### config.mk
export PLATFORM = sky130hd
export DESIGN_NAME = operand_entry_flat
export DESIGN_NICKNAME = d
export VERILOG_FILES = /design/src/rtl/operand_entry_pkg.sv /design/src/rtl/operand_entry_if.sv /design/src/rtl/operand_entry_btn_debounce.sv /design/src/rtl/operand_entry.sv /design/src/flat_wrapper.sv
export SDC_FILE = /design/constraint.sdc
export NUM_CORES = 1
export LEC_CHECK = 0
export CAP_MARGIN = 20
export CORE_ASPECT_RATIO = 1.1
export CORE_MARGIN = 10
export CORE_UTILIZATION = 45
export CTS_CLUSTER_DIAMETER = 50
export DETAILED_ROUTE_END_ITERATION = 10
export GPL_ROUTABILITY_DRIVEN = 0
export GPL_TIMING_DRIVEN = 0
export PLACE_DENSITY = 0.67
export SLEW_MARGIN = 20
export SYNTH_ARGS = -nofsm -noshare
export SYNTH_HDL_FRONTEND = slang
export SYNTH_SLANG_ARGS = --single-unit
### constraint.sdc
create_clock -name clk -period 2.3 [get_ports clk]
set_input_delay 0.345 -clock clk [delete_from_list [all_inputs] [get_ports clk]]
set_output_delay 0.345 -clock clk [all_outputs]
set_load 0.05 [all_outputs]
### src/rtl/operand_entry_pkg.sv
// Shared definitions for the operand entry block: controller state encoding,
// element geometry and the helpers that place one 8-bit element into a
// 32-bit operand vector (element 0 is the most significant byte).
package operand_entry_pkg;

    localparam int ELEM_W = 8;
    localparam int N_ELEM = 4;
    localparam int VEC_W  = ELEM_W * N_ELEM;

    typedef enum logic [1:0] {
        ENTRY = 2'd0,
        START = 2'd1,
        WAIT  = 2'd2,
        HOLD  = 2'd3
    } state_t;

    // Bit offset of the least significant bit of element idx.
    function automatic logic [4:0] elem_lsb(input logic [1:0] idx);
        return 5'd24 - {idx, 3'b000};
    endfunction

    // Return vec with element idx replaced by val.
    function automatic logic [VEC_W-1:0] put_elem(input logic [VEC_W-1:0]  vec,
                                                  input logic [1:0]        idx,
                                                  input logic [ELEM_W-1:0] val);
        logic [VEC_W-1:0] res;
        res = vec;
        res[elem_lsb(idx) +: ELEM_W] = val;
        return res;
    endfunction

endpackage

### src/rtl/operand_entry_if.sv
// Board-side and dot-product-side signals of the operand entry block.
// slave: the operand entry block itself; master: the board / surrounding logic.
interface operand_entry_if;

    logic        btn_load;
    logic        btn_clear;
    logic        btn_compute;
    logic [7:0]  sw_value;
    logic [1:0]  sw_index;
    logic        sel_a;
    logic        sel_b;
    logic        done;
    logic [31:0] A;
    logic [31:0] B;
    logic        start;
    logic        result_valid;
    logic        entry_locked;
    logic        load_err;

    modport slave (
        input  btn_load, btn_clear, btn_compute,
        input  sw_value, sw_index, sel_a, sel_b, done,
        output A, B, start, result_valid, entry_locked, load_err
    );

    modport master (
        output btn_load, btn_clear, btn_compute,
        output sw_value, sw_index, sel_a, sel_b, done,
        input  A, B, start, result_valid, entry_locked, load_err
    );

endinterface

### src/rtl/operand_entry_btn_debounce.sv
// Push-button conditioner: two-flop synchroniser followed by a stability
// counter. The accepted level follows the synchronised level only after it has
// held for DEBOUNCE_CYCLES cycles; press is a registered one-cycle pulse on an
// accepted rising edge. Raw edge to press: 2 + DEBOUNCE_CYCLES cycles.
module btn_debounce #(
    parameter int DEBOUNCE_CYCLES = 1_000_000
) (
    input  logic clk,
    input  logic rst_n,
    input  logic raw,
    output logic level,
    output logic press
);

    localparam int CNT_W = (DEBOUNCE_CYCLES > 1) ? $clog2(DEBOUNCE_CYCLES) : 1;
    localparam logic [CNT_W-1:0] CNT_LAST = CNT_W'(DEBOUNCE_CYCLES - 1);

    logic             sync1_r;
    logic             sync2_r;
    logic             level_r;
    logic             press_r;
    logic [CNT_W-1:0] cnt_r;

    // Bring the asynchronous button into the clock domain.
    always_ff @(posedge clk or negedge rst_n) begin
        if (!rst_n) begin
            sync1_r <= 1'b0;
            sync2_r <= 1'b0;
        end else begin
            sync1_r <= raw;
            sync2_r <= sync1_r;
        end
    end

    // Accept the synchronised level once it has been stable long enough; any
    // return to the accepted level restarts the count.
    always_ff @(posedge clk or negedge rst_n) begin
        if (!rst_n) begin
            cnt_r   <= '0;
            level_r <= 1'b0;
            press_r <= 1'b0;
        end else begin
            press_r <= 1'b0;
            if (sync2_r == level_r) begin
                cnt_r <= '0;
            end else if (cnt_r == CNT_LAST) begin
                cnt_r   <= '0;
                level_r <= sync2_r;
                press_r <= sync2_r;
            end else begin
                cnt_r <= cnt_r + CNT_W'(1);
            end
        end
    end

    assign level = level_r;
    assign press = press_r;

endmodule

### src/rtl/operand_entry.sv
// Operand entry controller: debounces the load/clear/compute buttons, writes
// one element of operand vector A or B per load press and runs the start/done
// handshake with the dot-product unit. Entry is locked from start until the
// held result is dismissed.
// Build option: define AUTO_INDEX_EN to replace sw_index with an internal
// write pointer that advances after every successful write.
module operand_entry
    import operand_entry_pkg::*;
#(
    parameter int DEBOUNCE_CYCLES = 1_000_000
) (
    input  logic            clk,
    input  logic            rst_n,
    operand_entry_if.slave  bus
);

    logic load_p_s;
    logic clear_p_s;
    logic compute_p_s;
    logic load_lvl_s;
    logic clear_lvl_s;
    logic compute_lvl_s;

    state_t           state_r;
    logic [VEC_W-1:0] a_r;
    logic [VEC_W-1:0] b_r;
    logic             start_r;
    logic             result_valid_r;
    logic             entry_locked_r;
    logic             load_err_r;
    logic [1:0]       widx_s;
    logic             one_sel_s;
    logic             locked_load_s;

    btn_debounce #(.DEBOUNCE_CYCLES(DEBOUNCE_CYCLES)) u_db_load (
        .clk   (clk),
        .rst_n (rst_n),
        .raw   (bus.btn_load),
        .level (load_lvl_s),
        .press (load_p_s)
    );

    btn_debounce #(.DEBOUNCE_CYCLES(DEBOUNCE_CYCLES)) u_db_clear (
        .clk   (clk),
        .rst_n (rst_n),
        .raw   (bus.btn_clear),
        .level (clear_lvl_s),
        .press (clear_p_s)
    );

    btn_debounce #(.DEBOUNCE_CYCLES(DEBOUNCE_CYCLES)) u_db_compute (
        .clk   (clk),
        .rst_n (rst_n),
        .raw   (bus.btn_compute),
        .level (compute_lvl_s),
        .press (compute_p_s)
    );

`ifdef AUTO_INDEX_EN
    logic [1:0] wptr_r;
    logic       levels_unused_s;

    assign widx_s          = wptr_r;
    assign levels_unused_s = ^{load_lvl_s, clear_lvl_s, compute_lvl_s, bus.sw_index};

    // Write pointer: advances on each accepted write, cleared by clear press.
    always_ff @(posedge clk or negedge rst_n) begin
        if (!rst_n) begin
            wptr_r <= 2'd0;
        end else if (clear_p_s) begin
            wptr_r <= 2'd0;
        end else if ((state_r == ENTRY) && !compute_p_s && load_p_s && one_sel_s) begin
            wptr_r <= wptr_r + 2'd1;
        end else begin
            wptr_r <= wptr_r;
        end
    end
`else
    logic levels_unused_s;

    assign widx_s          = bus.sw_index;
    assign levels_unused_s = ^{load_lvl_s, clear_lvl_s, compute_lvl_s};
`endif

    // Exactly one target vector selected.
    assign one_sel_s     = bus.sel_a ^ bus.sel_b;
    // A load that survives press priority (compute wins over load).
    assign locked_load_s = load_p_s & ~compute_p_s;

    // Controller: state, operand registers and all registered outputs.
    always_ff @(posedge clk or negedge rst_n) begin
        if (!rst_n) begin
            state_r        <= ENTRY;
            a_r            <= '0;
            b_r            <= '0;
            start_r        <= 1'b0;
            result_valid_r <= 1'b0;
            entry_locked_r <= 1'b0;
            load_err_r     <= 1'b0;
        end else begin
            start_r    <= 1'b0;
            load_err_r <= 1'b0;
            if (clear_p_s) begin
                // Clear beats every other press and abandons any computation.
                state_r        <= ENTRY;
                a_r            <= '0;
                b_r            <= '0;
                result_valid_r <= 1'b0;
                entry_locked_r <= 1'b0;
            end else begin
                case (state_r)
                    ENTRY: begin
                        if (compute_p_s) begin
                            state_r        <= START;
                            start_r        <= 1'b1;
                            entry_locked_r <= 1'b1;
                        end else if (load_p_s) begin
                            if (one_sel_s) begin
                                if (bus.sel_a) begin
                                    a_r <= put_elem(a_r, widx_s, bus.sw_value);
                                end else begin
                                    b_r <= put_elem(b_r, widx_s, bus.sw_value);
                                end
                            end else begin
                                load_err_r <= 1'b1;
                            end
                        end else begin
                            state_r <= ENTRY;
                        end
                    end
                    START: begin
                        state_r    <= WAIT;
                        load_err_r <= locked_load_s;
                    end
                    WAIT: begin
                        load_err_r <= locked_load_s;
                        if (bus.done) begin
                            state_r        <= HOLD;
                            result_valid_r <= 1'b1;
                        end else begin
                            state_r <= WAIT;
                        end
                    end
                    HOLD: begin
                        // A load press only dismisses the result; it never writes.
                        if (locked_load_s) begin
                            load_err_r     <= 1'b1;
                            state_r        <= ENTRY;
                            result_valid_r <= 1'b0;
                            entry_locked_r <= 1'b0;
                        end else begin
                            state_r <= HOLD;
                        end
                    end
                    default: begin
                        state_r        <= ENTRY;
                        result_valid_r <= 1'b0;
                        entry_locked_r <= 1'b0;
                    end
                endcase
            end
        end
    end

    assign bus.A            = a_r;
    assign bus.B            = b_r;
    assign bus.start        = start_r;
    assign bus.result_valid = result_valid_r;
    assign bus.entry_locked = entry_locked_r;
    assign bus.load_err     = load_err_r;

endmodule
### src/flat_wrapper.sv
// flat-port wrapper written by rule: the top's interface ports become plain ports
module operand_entry_flat import operand_entry_pkg::*;
#(
    parameter int DEBOUNCE_CYCLES = 1_000_000
)
  (clk, rst_n, bus_btn_load, bus_btn_clear, bus_btn_compute, bus_sw_value, bus_sw_index, bus_sel_a, bus_sel_b, bus_done, bus_A, bus_B, bus_start, bus_result_valid, bus_entry_locked, bus_load_err);
  operand_entry_if bus_i ();
  input  logic clk;
  input  logic rst_n;
  input wire logic [$bits(bus_i.btn_load)-1:0] bus_btn_load;
  input wire logic [$bits(bus_i.btn_clear)-1:0] bus_btn_clear;
  input wire logic [$bits(bus_i.btn_compute)-1:0] bus_btn_compute;
  input wire logic [$bits(bus_i.sw_value)-1:0] bus_sw_value;
  input wire logic [$bits(bus_i.sw_index)-1:0] bus_sw_index;
  input wire logic [$bits(bus_i.sel_a)-1:0] bus_sel_a;
  input wire logic [$bits(bus_i.sel_b)-1:0] bus_sel_b;
  input wire logic [$bits(bus_i.done)-1:0] bus_done;
  output wire logic [$bits(bus_i.A)-1:0] bus_A;
  output wire logic [$bits(bus_i.B)-1:0] bus_B;
  output wire logic [$bits(bus_i.start)-1:0] bus_start;
  output wire logic [$bits(bus_i.result_valid)-1:0] bus_result_valid;
  output wire logic [$bits(bus_i.entry_locked)-1:0] bus_entry_locked;
  output wire logic [$bits(bus_i.load_err)-1:0] bus_load_err;
  assign bus_i.btn_load = bus_btn_load;
  assign bus_i.btn_clear = bus_btn_clear;
  assign bus_i.btn_compute = bus_btn_compute;
  assign bus_i.sw_value = bus_sw_value;
  assign bus_i.sw_index = bus_sw_index;
  assign bus_i.sel_a = bus_sel_a;
  assign bus_i.sel_b = bus_sel_b;
  assign bus_i.done = bus_done;
  assign bus_A = bus_i.A;
  assign bus_B = bus_i.B;
  assign bus_start = bus_i.start;
  assign bus_result_valid = bus_i.result_valid;
  assign bus_entry_locked = bus_i.entry_locked;
  assign bus_load_err = bus_i.load_err;
  operand_entry #(.DEBOUNCE_CYCLES(DEBOUNCE_CYCLES)) u_core (.clk(clk), .rst_n(rst_n), .bus(bus_i));
endmodule
# Yosys cells after proc, flatten, opt, wreduce, memory -nomap -nowiden

Index checks and enable logic that the tools add are counted.

Register bits after elaboration: 142
Latch bits: 0
Memories kept: 0
Logic and storage cells: 113
RAM bits: 0
Bits in read-only memories: 0
Output and inout port bits: 68

Reduce and logical (&&, ||, !) cells: 15
Eq/ne operators: 15
Muxes and demuxes: 48
Add/subtract/negate cells: 5
Div/mod/pow operators: 0
Multipliers: 0
$lt $le $gt $ge: 0
Shift-type cells: 2
Bitwise logic cells: 6

Operator list:

| cell                                                   | number |
|---|---|
| two-way mux 32 bit                                     | 12 |
| two-way mux 20 bit                                     | 6 |
| bitwise mux 32 bit                                     | 2 |
| adder 20 x 1 -> 20 bit (second input constant)         | 3 |
| equality test 20 bit (second input constant)           | 3 |
| variable shift 8 x 7 -> 32 bit (first input constant)  | 1 |
| variable part select 8 x 7 -> 32 bit                   | 1 |
| two-way mux 1 bit                                      | 20 |
| AND reduction 5 bit                                    | 2 |
| two-way mux 2 bit                                      | 4 |
| one-hot mux 2 bit (4 select lines)                     | 1 |
| nonzero test 2 bit                                     | 4 |
| negation 5 -> 7 bit                                    | 1 |
| inequality test 3 bit (second input constant)          | 2 |
| AND reduction 2 bit                                    | 3 |
| AND reduction 3 bit                                    | 2 |
| nonzero test 3 bit                                     | 2 |
| subtractor 5 bit (first input constant)                | 1 |
| equality test 2 bit (second input constant)            | 2 |
| inequality test 2 x 1 -> 1 bit (second input constant) | 2 |
| inequality test 4 bit (second input constant)          | 1 |
| NOT 1 bit                                              | 4 |
| one-hot mux 1 bit (2 select lines)                     | 2 |
| equality test 1 bit                                    | 3 |
| other kinds (7)                                        | 7 |

# Depth between registers and ports, before layout

Gate-level depths: netlist (run 1).

Depth in word-level cells: 10
Mapped depth: 7

# Hierarchy

A second synthesis (run 1) with hierarchy kept.

Cell total of the unflattened synthesis: 645
Area total of the unflattened synthesis: 6909.1 um^2

By module, submodules not included:

| module        | times used | cells an instance | area each (um^2) | sequential area each (um^2) |
|---|---|---|---|---|
| operand_entry | 1          | 297               | 3500.9           | 1751.7 |
| btn_debounce  | 3          | 116               | 1136.1           | 600.6 |

# Least setup slack after synthesis (run 1)

OpenSTA, ideal clock, no wires.

Path type: reg2reg
From: register u_core.u_db_load.cnt_r[13]
To: register u_core.u_db_load.level_r, in the netlist u_core.u_db_load.level
Clock period less this slack: 2.096 ns
Data arrival time: 1.971 ns
Slack: 0.204 ns
Required time: 2.175 ns
Cell stages (with the launch flop): 5
Path through: dfrtp_1 -> or4_2 -> or4_4 -> nor3_2 -> mux2_2

Longest elaborated chain between the ends: 2

Ends and longest elaborated chain:

| item                          | RTL line                         | text |
|---|---|---|
| from (decl)                   | operand_entry_btn_debounce.sv:22 | `logic [CNT_W-1:0] cnt_r;` |
| from (signal assigned)        | operand_entry_btn_debounce.sv:51 | `cnt_r <= cnt_r + CNT_W'(1);` |
| equality test 20 bit          | operand_entry_btn_debounce.sv:46 | `end else if (cnt_r == CNT_LAST) begin` |
| AND reduction 2 bit (no line) | --                               |  |
| to (signal assigned)          | operand_entry_btn_debounce.sv:48 | `level_r <= sync2_r;` |
| to (decl)                     | operand_entry_btn_debounce.sv:20 | `logic level_r;` |

No other way between the ends.
A chain may end at the register's enable or synchronous reset.

# Worst setup path after layout (run 1)

Same ends and word-level chain as after synthesis.

==> results.toml, run 1 <==
[status]
status = "finished, final reports clean"

[drt]
wl_microns = 14700
firstDrtPassIters = 7
dr_wl_met2_microns = 7030
vias = 4696
highest_layer = "met4"
avgViaCountPerCell = 5.32
wl_met1_microns = 6780
met3WireLength_microns = 672
drc_errors = 0
wl_per_cell_microns = 16.7
ant_nets = 0
drt_iter0_drc = 251

[synth]
yosys_warnings = 0
ys_types = 47
yosysSeqAreaShare = 0.551
synth_seq_cells = 142
synth_edf_count = 0
syn_inst = 575
synth_area_sq_mm = 0.00645
synth_ff_type = "dfrtp_1"
syn_avg_cell_area_sq_um = 11.2
synth_nets = 601
async_flop_share = 1.00

[timing]
final.min_clock_period_ns = 2.23
worst_slew_pin_slew_ns = 0.754
slew_violations = 0
slew-limit-headroom = 0.498
clock_skew_ns = 0.00846
fin_crit_sh = 0.971
setup_violations = 0
rsz0062_at_grt = "yes"
hold_viol = 0
setup_tns_ns = 0
fmax_mhz = 448

[critical_path]
cp_data_required_time_ns = 2.60
critPathMaxFanout = 5
worstSetupEndpoint = "u_core.u_db_load.level"
cp-end-kind = "register"
crit_path_cell_trace = "or4_2 -> or4_4 -> nor3_2 -> mux2_2"
worstSetupStartpoint = "u_core.u_db_load.cnt_r[13]"
rr_startpoint = "u_core.u_db_load.cnt_r[13]"
crit_arrival_ns = 2.53
slowest_delay_ns = 0.68
r2r_slack_ns = 0.07
rr_worst_depth = 4
r2r_end = "u_core.u_db_load.level"
crit_type = "register to register"
critPathLaunchType = "register"
slowest_stage = "or4_2"

[clocking]
cts_root_buf = "clkbuf_16"
cts_setup_buffers = 0
clk_path_buf_depth = 2
insertion_delay_ns = 0.42
cts_buffers = 17
h-tree-depth = 4
clkTransAtPathRegs_ns = 0.06
clock_sinks = 142
cts_tree = "yes"

[global_route]
grt_pass1_wl_microns = 24300
antenna_found_initial = 0
track_usage = 0.152
grt.overflow.total = 0
grt_max_degree = 103
grt_pass1_vias = 4791

[pwr]
finalPower_mw = 5.58
p_per_area_mw_per_mm2 = 680
leakagePower_nw = 3.43
irDropWorstVdd_v = 0.000489

[floorplanning]
initial_core_util = 0.464
fp.dieH_microns = 146
io_pins = 86
die_x_microns = 134
rows = 45
dieArea_sq_mm = 0.0195
core_area_sq_mm = 0.0139

[placed_design]
dpl.hpwl_microns = 10600
place.port_buffers = 85

[hold_path]
hold_class = "register to register"

[finish]
layout-drive-gt1-share = 0.164
multi_input_area_sq_mm = 0.00279
antennaDiodeCount = 0
ff_latch_area_sq_mm = 0.00355
fillers = 1163
fin_nets = 707
area_growth_syn_to_layout_pct = 27.2

[job]
drv_cap = 0
-- cell usage after synthesis, types with 3 or more instances --
master       n  share of area
and3_1       3         0.0029
and2_1      24          0.023
nand4_1     16          0.016
o2bb2ai_1   16          0.022
mux2_2      51          0.089
nor2_1      71          0.041
nor4_1      15          0.015
ha_1         8          0.016
o21ai_0      9         0.0070
nor4b_1      3         0.0041
nand2b_1     4         0.0039
nand2_1     30          0.017
inv_1       15         0.0087
a21oi_1     19          0.015
a21oi_2      6         0.0082
xor2_1      12          0.016
xnor2_1     30          0.041
clkbuf_1     9         0.0052
dfrtp_1    142           0.55
o31ai_1      5         0.0058
nor3_1      11         0.0085
or4_1        6         0.0070
and4_1       4         0.0054
nand3b_1     3         0.0035
o21bai_1     3         0.0035
a211oi_1     3         0.0035
or3_1        6         0.0058
a31o_2       4         0.0054
nand3_1     22          0.017
-- metrics by stage --
stage                     setup WS, ns  hold slack [ns]  instance area (sq um)  utilization  std cells
after floorplan                  0.204           0.0494                   6450            -        575
after global placement           -4.64            0.333                   7530        0.542        848
after detailed placement        -0.589            0.246                   7560        0.544        849
after CTS                       0.0609            0.345                   8190        0.589        882
after global routing           -0.0612            0.350                   8200        0.590        882
final                           0.0677            0.345                   8200        0.590        882
-- power breakdown --
part           switching (mW)  internal (mW)
logic                   0.167         0.0920
clock network            1.06           1.70
registers              0.0249           2.53
-- how the worst min path moves through the flow --
stage	from	endpoint	slack, ns	cells after the start
global route	u_core.u_db_clear.sync1_r	u_core.u_db_clear.sync2_r	0.35	0
global placement	u_core.u_db_compute.sync1_r	u_core.u_db_compute.sync2_r	0.33	0
floorplan	rst_n	u_core.bus.A[0]	0.05	0
CTS	u_core.u_db_clear.sync1_r	u_core.u_db_clear.sync2_r	0.34	0
detailed placement	rst_n	u_core.bus.A[14]	0.25	1
finish	u_core.u_db_clear.sync1_r	u_core.u_db_clear.sync2_r	0.35	0
-- kinds of logic after synthesis --
logic type,share of synthesized area
and+or+nand+nor,0.193
DFF,0.551
buffers and inverters,0.0198
xor gates and xnor gates,0.0571
adders and majority gates,0.0155
AOI/OAI and AO/OA,0.0741
muxes,0.0891
-- flip-flops by register name (all words and copies together), names as in the netlist, 2 cells and up --
signal	count
u_core.bus.A	32
u_core.bus.B	32
u_core.u_db_compute.cnt_r	20
u_core.u_db_load.cnt_r	20
u_core.u_db_clear.cnt_r	20
u_core.state_r	2
-- cells in the final DEF, fill, tap and decap left out, drive strengths merged, types with 5 or more instances in the layout --
cell,count
dfrtp,142
clkdlybuf4s50,84
nor2,73
mux2,51
nand2,30
xnor2,30
clkbuf,28
a21oi,25
and2,24
nand3,22
nand4,16
o2bb2ai,16
inv,16
nor4,15
xor2,12
nor3,12
o21ai,9
ha,8
or4,8
or3,6
o31ai,6
buf,6
clkinvlp,5
clkinv,5
-- final cells by class --
type,instances,area share
tap,188,0.0287
clock buffer,18,0.0523
multi-input combinational,404,0.341
buffer,14,0.00870
sequential,142,0.433
inverter,15,0.00687
timing repair buffer,87,0.109
clock inverter,14,0.0206
-- critical path, delay by kind of cell (launching register included) --
kind | cells | cell delay, ns
muxes | 1 | 0.35
DFF | 1 | 0.43
and+or+nand+nor | 3 | 1.33
-- timing repair --
action	4_1_cts	5_1_grt
setup endpoints to repair	20	63
hold buffers	1	0
cloned	0	0
endpoints found under the hold margin	40	0
gates resized for setup	2	3
-- metal layers --
metal / vias up / track usage
met1: 2312 / 0.189
met3: 15 / 0.0393
met2: 117 / 0.248
met5: - / 0
li1: 2252 / -
met4: 0 / 0.0523
(Power assumes the default switching activity.)
==> inputs of run 2 (changes only) <==
Settings changed: CORE_UTILIZATION 45 to 35, PLACE_DENSITY 0.67 to 0.55.
==> run 2 against run 1 <==
- wire length grew 2.7%
- count of clock-buffer cells in the layout grew 6
- sequential power is essentially flat
- worst setup slack lost 0.033 ns
- hold slack gained 0.0023 ns
- non-clock buffer count is the same
- combinational power grew 3%
- die area grew 24%
- via count grew 0.55%
- critical path depth grew 2
- cell area grew 2.0%
- cell count grew 6.2%
- largest cell class unchanged
- largest power group unchanged
==> results.toml, run 2 (same netlist as run 1, synthesis figures left out) <==
[drt]
wl_microns = 15100
vias = 4722
drt_iter0_drc = 214
avgViaCountPerCell = 5.04
firstDrtPassIters = 4
drc_errors = 0
wl_per_cell_microns = 16.1
ant_nets = 0

[clocking]
clock_sinks = 142
cts_root_buf = "clkbuf_16"
cts_buffers = 17
clkTransAtPathRegs_ns = 0.06
h-tree-depth = 4
clk_path_buf_depth = 2
cts_tree = "yes"
insertion_delay_ns = 0.42
cts_setup_buffers = 0

[critical_path]
rr_startpoint = "u_core.state_r[1]"
critPathLaunchType = "register"
crit_arrival_ns = 2.56
crit_top_cell = "clkbuf_1"
critPathMaxFanout = 10
slowest_delay_ns = 0.56
r2r_slack_ns = 0.03
slowest_stage = "or4b_1"
crit_path_cell_trace = "clkbuf_1 -> or4b_1 -> clkbuf_1 -> nor2_4 -> a21oi_2 -> mux2_2"
rr_worst_depth = 6
r2r_end = "u_core.bus.B[14]"
cp-end-kind = "register"
cp_data_required_time_ns = 2.60
crit_type = "register to register"

[status]
status = "finished, final reports clean"

[pwr]
power.share.switching = 0.218
p_int_mw = 4.39
leakagePower_nw = 3.46
p_switching_mw = 1.23
irDropWorstVdd_v = 0.000432
p_seq_frac = 0.455
pwr-share-clk = 0.498
p_per_area_mw_per_mm2 = 672
combPwrFrac = 0.048

[finish]
fin_nets = 707
final_cell_mix = "dfrtp_1, clkdlybuf4s50_1, nor2_1"
layout_commonest_cell = "dfrtp_1"
fin_util = 0.457
fillers = 1677
final_area_sq_mm = 0.00836
multi_input_area_sq_mm = 0.00287
layout-drive-gt1-share = 0.171
antennaDiodeCount = 0
ff_latch_area_sq_mm = 0.00355
instances_no_fill = 937
area_growth_syn_to_layout_pct = 29.7

[timing]
slew_violations = 0
worst_slew_pin_slew_ns = 0.878
final.min_clock_period_ns = 2.27
clock_skew_ns = 0.00634
fmax_mhz = 441
slew-limit-headroom = 0.415
hold_viol = 0
setup_violations = 0
rsz0062_at_grt = "yes"
fin_crit_sh = 0.985

[hold_path]
min_from = "u_core.u_db_compute.sync1_r"
min_to = "u_core.u_db_compute.sync2_r"
hold_class = "register to register"
hold_depth = 0

[floorplanning]
die_x_microns = 149
fp.dieH_microns = 162
core_area_sq_mm = 0.0183
initial_core_util = 0.353
rows = 52
dieArea_sq_mm = 0.0243
io_pins = 86

[placed_design]
postPlaceCellArea_sq_mm = 0.00763
dpl.hpwl_microns = 10900
dpl.cell_count = 904
place.port_buffers = 85

[global_route]
track_usage = 0.128
grt_pass1_vias = 4819
grt.overflow.total = 0
antenna_found_initial = 0
grt_max_degree = 81
grt_pass1_wl_microns = 25000

[job]
drv_cap = 0
## run 2: changes by cell type in the layout (fill, tap and decap cells not counted), moves of 2 or more
cell      change
clkinv_2      -2
nor2_4        +2
a21oi_2       -3
a21oi_1       -2
clkbuf_8      +6
a21oi_4       +5
## run 2: timing repair
| item | 4_1_cts | 5_1_grt |
|---|---|---|
| resized for setup | 2 | 16 |
| setup endpoints to repair | 32 | 46 |
| endpoints found under the hold margin | 62 | 0 |
| hold buffers | 1 | 0 |
## run 2: how the worst max path moves through the flow
stage	slack, ns	end	start	depth (start not counted)
global placement	-4.76	u_core.u_db_compute.cnt_r[0]	rst_n	1
global route	-0.05	u_core.bus.B[10]	u_core.state_r[1]	6
detailed placement	-0.61	u_core.bus.B[28]	bus_sw_index[0]	7
finish	0.03	u_core.bus.B[14]	u_core.state_r[1]	6
CTS	0.02	u_core.bus.B[19]	bus_sw_index[0]	7
floorplan	0.20	u_core.u_db_load.level	u_core.u_db_load.cnt_r[13]	4
## run 2: layout make-up
cell class | instances | area share
Clock inverter | 8 | 0.0124
Tap cell | 243 | 0.0364
Inverter | 15 | 0.00673
Buffer | 14 | 0.00853
Sequential cell | 142 | 0.425
Clock buffer | 24 | 0.0612
Timing Repair Buffer | 87 | 0.107
Multi-Input combinational cell | 404 | 0.343
## run 2: power by group through the flow
stage	Combinational [mW]	Clock, mW	Sequential, mW
after detailed placement	0.266	0	2.60
after global routing	0.297	2.98	2.56
after CTS	0.270	2.87	2.55
after floorplan	0.0804	0	2.63
final	0.267	2.80	2.55
after global placement	0.254	0	2.60
## run 2: metrics by stage
step	setup WS (ns)	power (mW)	hold slack [ns]	TNS [ns]
2_1_floorplan	0.204	2.71	0.0494	0
3_3_place_gp	-4.76	2.85	0.334	-696.20
3_5_place_dp	-0.607	2.86	0.315	-25.26
4_1_cts	0.0242	5.69	0.347	0
5_1_grt	-0.0537	5.84	0.352	-0.533
6_report	0.0346	5.62	0.348	0
## run 2: layer usage
metal	track usage	vias up	part of all wire
met1	0.163	2340	0.46
met4	0.0531	0	0.023
li1	-	2253	-
met5	0	-	0
met3	0.0359	20	0.057
met2	0.199	109	0.46
## run 2: worst max-delay path, delay by kind of cell (launching register included)
family                 cells  cell delay [ns]
AO/OA/AOI/OAI              1             0.20
buffers and inverters      2             0.42
flip-flops                 1             0.36
multiplexers               1             0.34
AND/OR/NAND/NOR            2             0.82
